[config.mk]
export PLATFORM = sky130hd
export DESIGN_NAME = elf_ram_upload
export DESIGN_NICKNAME = d
export VERILOG_FILES = /design/src/rtl/elf_ram_upload.sv
export SDC_FILE = /design/constraint.sdc
export NUM_CORES = 1
export LEC_CHECK = 0
export BUFFER_PORTS_ARGS = -buffer_cell sky130_fd_sc_hd__buf_2
export CAP_MARGIN = 30
export CORE_MARGIN = 3
export CORE_UTILIZATION = 45
export DETAILED_ROUTE_END_ITERATION = 8
export GPL_TIMING_DRIVEN = 0
export PLACE_DENSITY_LB_ADDON = 0.12
export SLEW_MARGIN = 10
export SYNTH_ARGS = -nofsm -noshare
export SYNTH_HDL_FRONTEND = slang
export SYNTH_SLANG_ARGS = --single-unit
[constraint.sdc]
create_clock -name clk_sys -period 3.35 [get_ports clk_sys]
set_input_delay 0.5025 -clock clk_sys [delete_from_list [all_inputs] [get_ports clk_sys]]
set_output_delay 0.5025 -clock clk_sys [all_outputs]
set_load 0.1 [all_outputs]
[src/rtl/elf_ram_upload.sv]
// CosmacELF RAM upload server: answers HPS ioctl_rd byte requests with registered
// RAM reads and holds the CPU off RAM for the whole upload.
module elf_ram_upload #(
  parameter int         ADDR_W = 12,
  parameter int         SIZE   = 4096,
  parameter int         RD_LAT = 1,
  parameter logic [7:0] INDEX  = 8'd2
) (
  input  logic              clk_sys,
  input  logic              reset_n,
  input  logic              save_trig,
  output logic              ioctl_upload_req,
  input  logic              ioctl_upload,
  input  logic [7:0]        ioctl_index,
  input  logic [24:0]       ioctl_addr,
  input  logic              ioctl_rd,
  output logic [7:0]        ioctl_din,
  output logic [ADDR_W-1:0] ram_addr,
  output logic              ram_rd,
  input  logic [7:0]        ram_q,
  output logic              cpu_hold,
  output logic              done
);

  typedef enum logic [1:0] {IDLE, REQ, ACTIVE, FETCH} state_t;

  state_t     state, state_nxt;
  logic       trig_q;
  logic [1:0] lat_cnt;
  logic       oor;

  logic trig_rise, upload_match, in_range;
  logic rd_accept, capture, end_xfer;

  // NOTE: every signal written here gets a default first, so no path leaves one
  // unassigned and no latch is inferred.
  always_comb begin
    trig_rise    = save_trig & ~trig_q;
    upload_match = ioctl_upload && (ioctl_index == INDEX);
    // Full 25-bit compare: high address bits must never alias into RAM.
    in_range     = ioctl_addr < 25'(SIZE);
    state_nxt    = state;
    rd_accept    = 1'b0;
    capture      = 1'b0;
    end_xfer     = 1'b0;
    case (state)
      IDLE: begin
        if (trig_rise)         state_nxt = REQ;
        else if (upload_match) state_nxt = ACTIVE;
      end
      REQ: begin
        if (upload_match) state_nxt = ACTIVE;
      end
      ACTIVE: begin
        if (!ioctl_upload) begin
          end_xfer  = 1'b1;
          state_nxt = IDLE;
        end else if (ioctl_rd) begin
          rd_accept = 1'b1;
          state_nxt = FETCH;
        end
      end
      FETCH: begin
        if (!ioctl_upload) begin
          end_xfer  = 1'b1;
          state_nxt = IDLE;
        end else if (lat_cnt == 2'd0) begin
          capture   = 1'b1;
          state_nxt = ACTIVE;
        end
      end
      default: state_nxt = IDLE;
    endcase
  end

  // NOTE: sequential state uses non-blocking assignments only, so every register
  // here sees the pre-edge values of the others regardless of statement order.
  always_ff @(posedge clk_sys) begin
    if (!reset_n) begin
      state            <= IDLE;
      trig_q           <= 1'b0;
      lat_cnt          <= 2'd0;
      oor              <= 1'b0;
      ioctl_upload_req <= 1'b0;
      ioctl_din        <= 8'h00;
      ram_addr         <= '0;
      ram_rd           <= 1'b0;
      cpu_hold         <= 1'b0;
      done             <= 1'b0;
    end else begin
      state            <= state_nxt;
      trig_q           <= save_trig;
      // Outputs follow the current state one cycle later; req drops on the grant edge.
      ioctl_upload_req <= (state == REQ) && (state_nxt == REQ);
      cpu_hold         <= (state != IDLE);
      done             <= end_xfer;
      ram_rd           <= rd_accept && in_range;
      if (rd_accept) begin
        oor     <= ~in_range;
        lat_cnt <= 2'(RD_LAT);
        if (in_range) ram_addr <= ioctl_addr[ADDR_W-1:0];
      end else if (state == FETCH && lat_cnt != 2'd0) begin
        lat_cnt <= lat_cnt - 2'd1;
      end
      if (capture) ioctl_din <= oor ? 8'hFF : ram_q;
    end
  end

endmodule
==> summary.txt, run 1 <==
Clock tree
  • Hold_buf cts: 0
  • CTS tree: done
  • Root Buffer: clkbuf_4
  • H-tree level count: 2
  • Clock Tree Buf Depth: 2
  • Clock Sink Count: 30
  • Post-CTS Setup Bufs: 0
  • Cts repair resizes: 0
  • CTS Buf Count: 5
  • Worst skew pair latency: between 0.3 and 0.4 ns
  • Clock transition at path regs: about 0.10 ns

Place
  • Port Buffers: 68
  • Placed insts: ~240
  • HPWL Detailed: 2420 µm
  • RePlAce Congestion: 0.698
  • Post-DP Area: 1640 µm²

Logic synthesis
  • Number of synthesized flops with an enable pin: 0
  • Post-synthesis register bit count: 30
  • Post-synthesis cell type count: 30
  • Main synth FF type: dfxtp_1
  • Cell taking the most area after synthesis: dfxtp_1
  • Mean Syn Cell Area: ~9 µm²
  • Cell area after synthesis: roughly 1300 µm²
  • Synth warn: 0
  • Synth area leaders: dfxtp_1 48%, nand2_1 11%, mux2i_1 9.5%
  • Syn Nets: 187
  • Syn Inst Count: 140
  • Asr flop ratio synth: 0%
  • Sequential cell area fraction in the yosys report: 47.5%
  • Top cell type's share of synthesized area: between 40% and 50%

Global routing
  • Total Routing Usage GR: 19.1%
  • Grt ovf: 0
  • First-pass GRT wire length: 4910 µm
  • Initial antenna violation count: 0
  • Largest net degree at the start of global routing: 11
  • Number of global-route vias before repair: 1,207

Layout
  • Layout cell share with drive strength beyond 1: between 30% and 40%
  • Synth-to-layout area growth: 34.7%
  • Fillcell total: between 200 and 250
  • Finished Cell Area: around 1700 µm²
  • Non-Filler Instances: roughly 250
  • Nets: roughly 260
  • Ant. Diodes: 0

Worst setup path
  • Startpoint types: flop
  • Worst Path Max Fanout: 10
  • Critical Path RT: approximately 3.6 ns
  • Top delay family on crit path: simple AND/OR/NAND/NOR gates
  • Worst path slowest cell: nor4_4
  • Crit. End Element: flop
  • Crit-path max cell delay: 0.49 ns
  • Crit path buf inv count: 1
  • Setup CP Type: flop to flop
  • Worst path cell trace: nor2b_1 -> nand3_1 -> nor4_4 -> buf_6 -> mux2i_1
  • Arr. time, crit path: 2.08 ns

Flow run
  • Number of max-cap violations: 0

Timing
  • Hold_ws: 0.398 ns
  • Final Cycle Share: a little over half
  • Hold Fails Final Rpt: 0
  • Clock skew: ~0.011 ns
  • Max transition margin: roughly 67%
  • Setup tns final: 0 ns
  • Least-Margin Pin Slew: 0.492 ns
  • Max Fclk: about 550 MHz
  • RSZ-0062 raised after global routing: no
  • Slew Limit Fails: 0
  • Fin crit period: 1.81 ns
  • Final setup viols: 0

Floorplanning
  • Die Span X: between 50 and 60 µm
  • Initial Util: between 40% and 50%
  • Die area: between 3000 and 4000 µm²
  • Row count: 18
  • Die H: just under 60 µm
  • I/O pin count: 70
  • Core area: approximately 2600 µm²

Route
  • Routed Antenna Nets: 0
  • TritonRoute pass-1 iters: 4
  • Vias: approximately 1,300
  • Drt drc: 0
  • Routed WL: between 3000 and 4000 µm
  • Via density: ~5.1
  • WL/cell: around 13 µm
  • Initial DRC Count: 27

Pwr
  • Power Dens Cells: roughly 380 nW/µm²
  • Leakage: approximately 0.89 nW
  • Worst VDD drop: approximately 320 µV

Worst hold path
  • Worst hold path class: input port to flop

Run status
  • Status: complete, no violations
==> cell type report <==
type                       count  area, µm²  share of cell area, %
timing repair buffer          68        340                   20.0
clock buffer                   7       55.1                   3.24
tap                           30       37.5                   2.21
buffer                        10       46.3                   2.72
clock inverter                 1       5.00                  0.294
inverter                       3       11.3                  0.662
multi-input combinational     97        606                   35.6
sequential                    30        601                   35.3
==> synth_stat cells, types with 2 or more instances <==
cell type  count
dfxtp_1       30
mux2i_1       12
clkbuf_1       7
nor3b_1        3
nor2_1        14
nor4_1         3
nor2b_1        3
and2_1         2
o211a_1        8
inv_1          3
nand2_1       36
==> worst reg2reg max path, stage by stage (launching register included) <==
cell and delay, ns:
dfxtp_1 0.36, nor2b_1 0.21, nand3_1 0.23, nor4_4 0.49, buf_6 0.23, mux2i_1 0.22
==> cells by family after synthesis <==
group           synth area share [%]
mux                             9.51
fa+ha+maj                      0.990
simple gates                    26.0
flops                           47.5
compound gates                  10.7
xor+xnor                       0.693
buf+inv                         4.55
==> through the flow <==
stage | total power [mW] | setup slack, ns | util, %
6_report | 0.652 | 1.54 | 66.3
5_1_grt | 0.679 | 1.36 | 66.3
3_3_place_gp | 0.429 | 1.32 | 63.9
4_1_cts | 0.653 | 1.51 | 66.3
2_1_floorplan | 0.399 | 1.51 | -
3_5_place_dp | 0.432 | 1.25 | 63.9
==> layer usage <==
metal | global-route usage (%) | share of wire [%] | up-vias
li1 | - | - | 623
met1 | 18.9 | 36 | 582
met2 | 34.7 | 52 | 48
met3 | 8.06 | 9.4 | 8
met4 | 7.77 | 2.0 | 0
met5 | 0 | 0 | -
==> cells in the final DEF (no fill, tap or decap), drive strengths merged, types with 2 or more instances in the layout <==
cell type	Yosys	layout
inv	3	3
o211a	8	8
nor2	14	14
nor3b	3	3
mux2i	12	12
clkbuf	7	14
and2	2	2
nor4	4	4
nand2	36	36
dfxtp	30	30
nor2b	3	3
buf	3	71
==> power breakdown <==
part | leakage, nW | internal [mW] | switching, mW | total, mW
clock network | 0.0353 | 0.102 | 0.127 | 0.228
logic | 0.615 | 0.0282 | 0.0340 | 0.0622
registers | 0.242 | 0.359 | 0.00189 | 0.361
total | 0.892 | 0.489 | 0.163 | 0.652
==> sequential cells by signal (all words and copies together), names as in the netlist <==
name / count
trig_q: 1
cpu_hold: 1
ram_addr: 12
ioctl_din: 8
lat_cnt: 2
done: 1
ram_rd: 1
ioctl_upload_req: 1
state: 2
oor: 1
==> worst paths after layout <==
| path | from | end | slack (ns) | depth (start not counted) |
|---|---|---|---|---|
| worst max-delay path | state[0]$_SDFF_PN0_ | ram_addr[8]$_SDFFE_PN0P_ | 1.54 | 5 |
| worst min-delay path | save_trig | trig_q$_SDFF_PN0_ | 0.40 | 2 |
| worst max register to register | state[0]$_SDFF_PN0_ | ram_addr[8]$_SDFFE_PN0P_ | 1.54 | 5 |
| worst min register to register | ram_addr[2]$_SDFFE_PN0P_ | ram_addr[2]$_SDFFE_PN0P_ | 0.46 | 2 |
No activity file was read; power rests on OpenSTA's default activity.
==> run 2, diff against run 1 <==
--- a/config.mk
+++ b/config.mk
@@ -8,7 +8,7 @@
 export BUFFER_PORTS_ARGS = -buffer_cell sky130_fd_sc_hd__buf_2
 export CAP_MARGIN = 30
 export CORE_MARGIN = 3
-export CORE_UTILIZATION = 45
+export CORE_UTILIZATION = 39
 export DETAILED_ROUTE_END_ITERATION = 8
 export GPL_TIMING_DRIVEN = 0
 export PLACE_DENSITY_LB_ADDON = 0.12
==> constraint.sdc (replaced) <==
create_clock -name clk_sys -period 1.63 [get_ports clk_sys]
set_input_delay 0.2445 -clock clk_sys [delete_from_list [all_inputs] [get_ports clk_sys]]
set_output_delay 0.2445 -clock clk_sys [all_outputs]
set_load 0.1 [all_outputs]
==> run 2 against run 1 <==
Net effect: utilization decreased by 10 points; clock power increased by 82%; critical path depth unchanged; largest cell class unchanged; highest routed layer unchanged.
==> summary.txt, run 2 (synthesis results as in run 1) <==
Worst setup path
  • Critical Path RT: roughly 1.9 ns
  • Worst r2r dst: ram_addr[9]$_SDFFE_PN0P_
  • Crit. End Element: flop
  • Flop2flop setup slack: about 0.15 ns
  • Worst r2r src: state[0]$_SDFF_PN0_
  • Arr. time, crit path: about 1.7 ns
  • Worst Path Max Fanout: 10
  • Setup CP Type: flop to flop
  • Startpoint types: flop
  • Worst reg2reg path depth: 5

Global routing
  • First-pass GRT wire length: ~5200 µm
  • Initial antenna violation count: 0
  • Grt ovf: 0
  • Total Routing Usage GR: about 17%
  • Number of global-route vias before repair: ~1,200
  • Largest net degree at the start of global routing: 11

Floorplanning
  • Die Span X: between 60 and 70 µm
  • Die area: roughly 4000 µm²
  • Initial Util: slightly above 40%
  • Core area: between 3000 and 4000 µm²
  • Row count: 20
  • Die H: approximately 63 µm
  • I/O pin count: 70

Place
  • Placement Setup Slack: -0.169 ns
  • HPWL Detailed: 2360 µm
  • Post-DP Area: about 1700 µm²
  • Port Buffers: 68
  • Placed insts: around 250
  • RePlAce Congestion: 0.780

Pwr
  • Reg power frac: just under 60%
  • Combinational power share: 10.0%
  • Clk network pwr share: between 30% and 40%
  • Psw: just under 300 µW
  • Int Pwr: about 1000 µW
  • Worst VDD drop: ~480 µV
  • Leakage: approximately 0.90 nW
  • Switch share: 22.9%
  • Power Dens Cells: ~740 nW/µm²

Layout
  • Most flops, register: ram_addr
  • Commonest non-fill, non-tap cell in the layout: buf_2
  • Most frequent cells in the layout: 69 x buf_2, 36 x nand2_1, 30 x dfxtp_1
  • Fin util: between 50% and 60%
  • Max reg flops: 12
  • Top Registers: ram_addr: 12 flops, ioctl_din: 8 flops
  • Fillcell total: slightly above 300
  • Layout cell share with drive strength beyond 1: about two fifths
  • Ant. Diodes: 0
  • Non-Filler Instances: between 200 and 300
  • Synth-to-layout area growth: 36.5%
  • Finished Cell Area: between 1500 and 2000 µm²
  • Nets: 262

Timing
  • Fin crit period: between 1 and 1.5 ns
  • Slew Limit Fails: 0
  • Least-Margin Pin Slew: 0.492 ns
  • Max Fclk: between 600 and 700 MHz
  • Clock skew: 0.00713 ns
  • Hold Fails Final Rpt: 0
  • Final setup margin: roughly 0.15 ns
  • Max transition margin: ~67%
  • RSZ-0062 raised after global routing: no
  • Final setup viols: 0
  • Final Cycle Share: 90.6%

Flow run
  • Number of max-cap violations: 0

Route
  • Initial DRC Count: between 50 and 60
  • Routed WL: approximately 3000 µm
  • Vias: 1,226
  • TritonRoute pass-1 iters: 4
  • Via density: about 4.8
  • Drt drc: 0
  • WL/cell: 11.6 µm
  • Routed Antenna Nets: 0

Clock tree
  • CTS tree: done
  • Worst skew pair latency: ~0.32 ns
  • Root Buffer: clkbuf_4
  • Clock Tree Buf Depth: 2
  • Clock Sink Count: 30
  • H-tree level count: 2
  • CTS Buf Count: 5
  • Clock transition at path regs: about 0.080 ns
  • Hold_buf cts: 0

Run status
  • Status: complete, no violations

Worst hold path
  • Hold_sp: save_trig
  • Worst hold path class: input port to flop
  • Hold path cells: 2
  • Hold Path Sink: trig_q$_SDFF_PN0_
-- run 2: how the worst max path moves through the flow --
stage                                     end  slack, ns               startpoint
detailed placement  ram_addr[10]$_SDFFE_PN0P_      -0.17           ioctl_addr[22]
global placement     ram_addr[7]$_SDFFE_PN0P_      -0.13           ioctl_addr[22]
floorplan           ram_addr[10]$_SDFFE_PN0P_       0.05           ioctl_addr[22]
global route        ram_addr[10]$_SDFFE_PN0P_       0.03      state[0]$_SDFF_PN0_
CTS                 ioctl_din[2]$_SDFFE_PN0P_       0.03  lat_cnt[0]$_SDFFE_PN0P_
finish               ram_addr[9]$_SDFFE_PN0P_       0.15      state[0]$_SDFF_PN0_
-- run 2: critical path: stages, from the launching register on --
cell and delay [ns]:
dfxtp_1 0.38, nor2b_2 0.20, nand3_2 0.16, nor4_4 0.27
buf_6 0.21, mux2i_1 0.20
-- run 2: cell type report --
cell class	count	area [µm²]	area share [%]
repair buffers	69	348	20.2
flip-flops and latches	30	601	34.8
plain buffers	9	46.3	2.68
clock buffers	6	51.3	2.97
multi-input cells	97	613	35.5
well taps	44	55.1	3.19
inverters	3	11.3	0.653
-- run 2: metrics by stage --
| stage | setup TNS (ns) | hold WS [ns] | power (mW) |
|---|---|---|---|
| after floorplan | 0 | 0.316 | 0.821 |
| after global placement | -1.16 | 0.439 | 0.883 |
| after detailed placement | -1.57 | 0.452 | 0.887 |
| after CTS | 0 | 0.148 | 1.30 |
| after global routing | 0 | 0.142 | 1.36 |
| final | 0 | 0.158 | 1.28 |
-- run 2: routing by layer --
layer	share of wire, %	up-vias	global-route usage, %	routed length, µm
met5	0	-	0	0
met2	49	41	28.3	1480
met3	8.9	5	7.91	265
met4	1.6	0	5.79	47
li1	-	622	-	-
met1	40	558	18.1	1190
-- run 2: timing repair --
item | in CTS | in global routing
buffers inserted | 1 | 0
resized for setup | 1 | 4
endpoints found under the setup margin | 12 | 14
pin swaps | 1 | 0
-- run 2: power by group through the flow --
stage / combinational (mW) / clock, mW / sequential [mW]
2_1_floorplan: 0.0424 / 0 / 0.778
3_3_place_gp: 0.124 / 0 / 0.759
4_1_cts: 0.128 / 0.429 / 0.742
5_1_grt: 0.143 / 0.469 / 0.743
6_report: 0.128 / 0.414 / 0.742
3_5_place_dp: 0.128 / 0 / 0.759
==> run 3, diff against run 2 <==
--- a/config.mk
+++ b/config.mk
@@ -8,9 +8,11 @@
 export BUFFER_PORTS_ARGS = -buffer_cell sky130_fd_sc_hd__buf_2
 export CAP_MARGIN = 30
 export CORE_MARGIN = 3
-export CORE_UTILIZATION = 39
+export CORE_UTILIZATION = 41
+export CTS_BUF_LIST = sky130_fd_sc_hd__clkbuf_2 sky130_fd_sc_hd__clkbuf_4 sky130_fd_sc_hd__clkbuf_8
 export DETAILED_ROUTE_END_ITERATION = 8
 export GPL_TIMING_DRIVEN = 0
+export MAX_ROUTING_LAYER = met4
 export PLACE_DENSITY_LB_ADDON = 0.12
 export SLEW_MARGIN = 10
 export SYNTH_ARGS = -nofsm -noshare
==> run 3 against run 2 <==
Net effect: worst setup slack improved by 0.039 ns; total power increased by 0.32%; largest cell class unchanged; critical path depth unchanged; wire length decreased by 5.6%; largest power group unchanged; maximum frequency increased by 2.7%.
==> summary.txt, run 3 (synthesis results as in run 1) <==
Layout
  • Layout cell share with drive strength beyond 1: about two fifths
  • Top Registers: ram_addr: 12 flops, ioctl_din: 8 flops
  • Nets: ~260
  • Most flops, register: ram_addr
  • Synth-to-layout area growth: 35.2%
  • Ant. Diodes: 0
  • Max reg flops: 12
  • Commonest non-fill, non-tap cell in the layout: buf_2
  • Most frequent cells in the layout: 69 x buf_2, 36 x nand2_1, 30 x dfxtp_1

Route
  • Vias: approximately 1,200
  • Via density: slightly below 5
  • Drt drc: 0
  • Routed WL: 2820 µm
  • Initial DRC Count: 44
  • Routed Antenna Nets: 0
  • WL/cell: 11.5 µm
  • TritonRoute pass-1 iters: 4

Pwr
  • Switch share: between 20% and 30%
  • Reg power frac: between 50% and 60%
  • Power Dens Cells: ~750 nW/µm²
  • Worst VDD drop: a little over 400 µV
  • Psw: ~300 µW
  • Clk network pwr share: between 30% and 40%
  • Leakage: roughly 0.9 nW
  • Int Pwr: 991 µW
  • Combinational power share: 9.8%

Worst setup path
  • Setup CP Type: flop to flop
  • Worst reg2reg path depth: 5
  • Worst path cell trace: nor2b_2 -> nand3_2 -> nor4_4 -> buf_6 -> mux2i_1
  • Worst path slowest cell: dfxtp_1
  • Worst r2r src: state[0]$_SDFF_PN0_
  • Startpoint types: flop
  • Worst Path Max Fanout: 10
  • Crit. End Element: flop
  • CP startpoint: state[0]$_SDFF_PN0_
  • Arr. time, crit path: approximately 1.7 ns
  • Worst r2r dst: ram_addr[10]$_SDFFE_PN0P_
  • Flop2flop setup slack: slightly below 0.2 ns
  • Crit-path max cell delay: 0.36 ns
  • Critical Path RT: ~1.9 ns
  • Worst Setup EP: ram_addr[10]$_SDFFE_PN0P_

Floorplanning
  • Die Span X: approximately 60 µm
  • Die area: between 3000 and 4000 µm²
  • I/O pin count: 70
  • Initial Util: about 44%
  • Core area: 2850 µm²
  • Die H: 61.5 µm
  • Row count: 19

Timing
  • Clock skew: 0.00821 ns
  • Hold_ws: 0.162 ns
  • Least-Margin Pin Slew: between 0.4 and 0.5 ns
  • Hold Fails Final Rpt: 0
  • RSZ-0062 raised after global routing: no
  • Final Cycle Share: roughly nine tenths
  • Final setup viols: 0
  • Max Fclk: approximately 700 MHz
  • Fin crit period: between 1 and 1.5 ns
  • Slew Limit Fails: 0
  • Final setup margin: 0.192 ns
  • Max transition margin: approximately 67%

Place
  • HPWL Detailed: approximately 2200 µm
  • RePlAce Congestion: 0.702
  • Placement Setup Slack: -0.170 ns
  • Port Buffers: about 70

Run status
  • Status: complete, no violations

Global routing
  • Grt ovf: 0
  • First-pass GRT wire length: slightly above 4000 µm
  • Initial antenna violation count: 0
  • Number of global-route vias before repair: between 1,000 and 1,500
  • Total Routing Usage GR: about 16%
  • Largest net degree at the start of global routing: 11

Clock tree
  • Clock Tree Buf Depth: 2
  • Clock transition at path regs: 0.09 ns
  • Clock Sink Count: 30
  • Worst skew pair latency: about 0.32 ns
  • Root Buffer: clkbuf_4
  • CTS Buf Count: 5
  • H-tree level count: 2
  • CTS tree: done

Worst hold path
  • Worst hold path class: input port to flop

Flow run
  • Number of max-cap violations: 0
-- run 3: cell counts in the layout (fill, tap and decap cells not counted) --
No cell type changed its count.
-- run 3: routing by layer --
| metal | part of all wire, % | vias to the layer above | global-route usage, % |
|---|---|---|---|
| met3 | 7.3 | 2 | 7.13 |
| met4 | 0.64 | 0 | 5.45 |
| met1 | 43 | 537 | 16.8 |
| met5 | 0 | - | - |
| li1 | - | 624 | - |
| met2 | 49 | 44 | 25.4 |
-- run 3: area by class of cell --
class                           count  area [µm²]
Inverter                            3        11.3
Sequential cell                    30         601
Timing Repair Buffer               69         348
Fill cell                         270        1140
Tap cell                           31        38.8
Buffer                              9        46.3
Clock buffer                        6        51.3
Multi-Input combinational cell     97         613
-- run 3: worst min path at each step --
stage	startpoint	end	cells after the start
3_5_place_dp	ram_addr[3]$_SDFFE_PN0P_	ram_addr[3]$_SDFFE_PN0P_	2
6_report	save_trig	trig_q$_SDFF_PN0_	2
3_3_place_gp	ram_addr[5]$_SDFFE_PN0P_	ram_addr[5]$_SDFFE_PN0P_	2
5_1_grt	ioctl_addr[4]	ram_addr[4]$_SDFFE_PN0P_	3
4_1_cts	ioctl_addr[9]	ram_addr[9]$_SDFFE_PN0P_	3
2_1_floorplan	ioctl_upload	done$_SDFF_PN0_	1
-- run 3: critical path: cells and delay by family, from the launching register on --
family / cells / cell delay (ns)
DFF: 1 / 0.36
and+or+nand+nor: 3 / 0.61
muxes: 1 / 0.19
buffers and inverters: 1 / 0.21
-- run 3: metrics by stage --
stage / cells / area (µm²) / power, mW / util [%] / setup TNS [ns]
after CTS: 246 / 1700 / 1.31 / 59.7 / 0
after detailed placement: 239 / 1640 / 0.885 / 57.6 / -1.54
after floorplan: 140 / 1260 / 0.821 / - / 0
after global placement: 239 / 1640 / 0.881 / 57.6 / -1.28
final: 245 / 1710 / 1.29 / 59.9 / 0
after global routing: 245 / 1710 / 1.35 / 59.9 / 0
-- run 3: power groups by stage --
| stage | Combinational [mW] | Sequential (mW) | Clock, mW |
|---|---|---|---|
| global route | 0.140 | 0.743 | 0.469 |
| global placement | 0.123 | 0.759 | 0 |
| finish | 0.127 | 0.742 | 0.420 |
| detailed placement | 0.126 | 0.759 | 0 |
| CTS | 0.127 | 0.742 | 0.439 |
| floorplan | 0.0424 | 0.778 | 0 |
-- run 3: repair_timing --
item / in CTS / in global routing
setup buffers: 1 / 0
pin swaps: 1 / 0
hold buffers: 0 / 0
endpoints found under the hold margin: 0 / 0
endpoints found under the setup margin: 12 / 13
gates resized for setup: 1 / 4
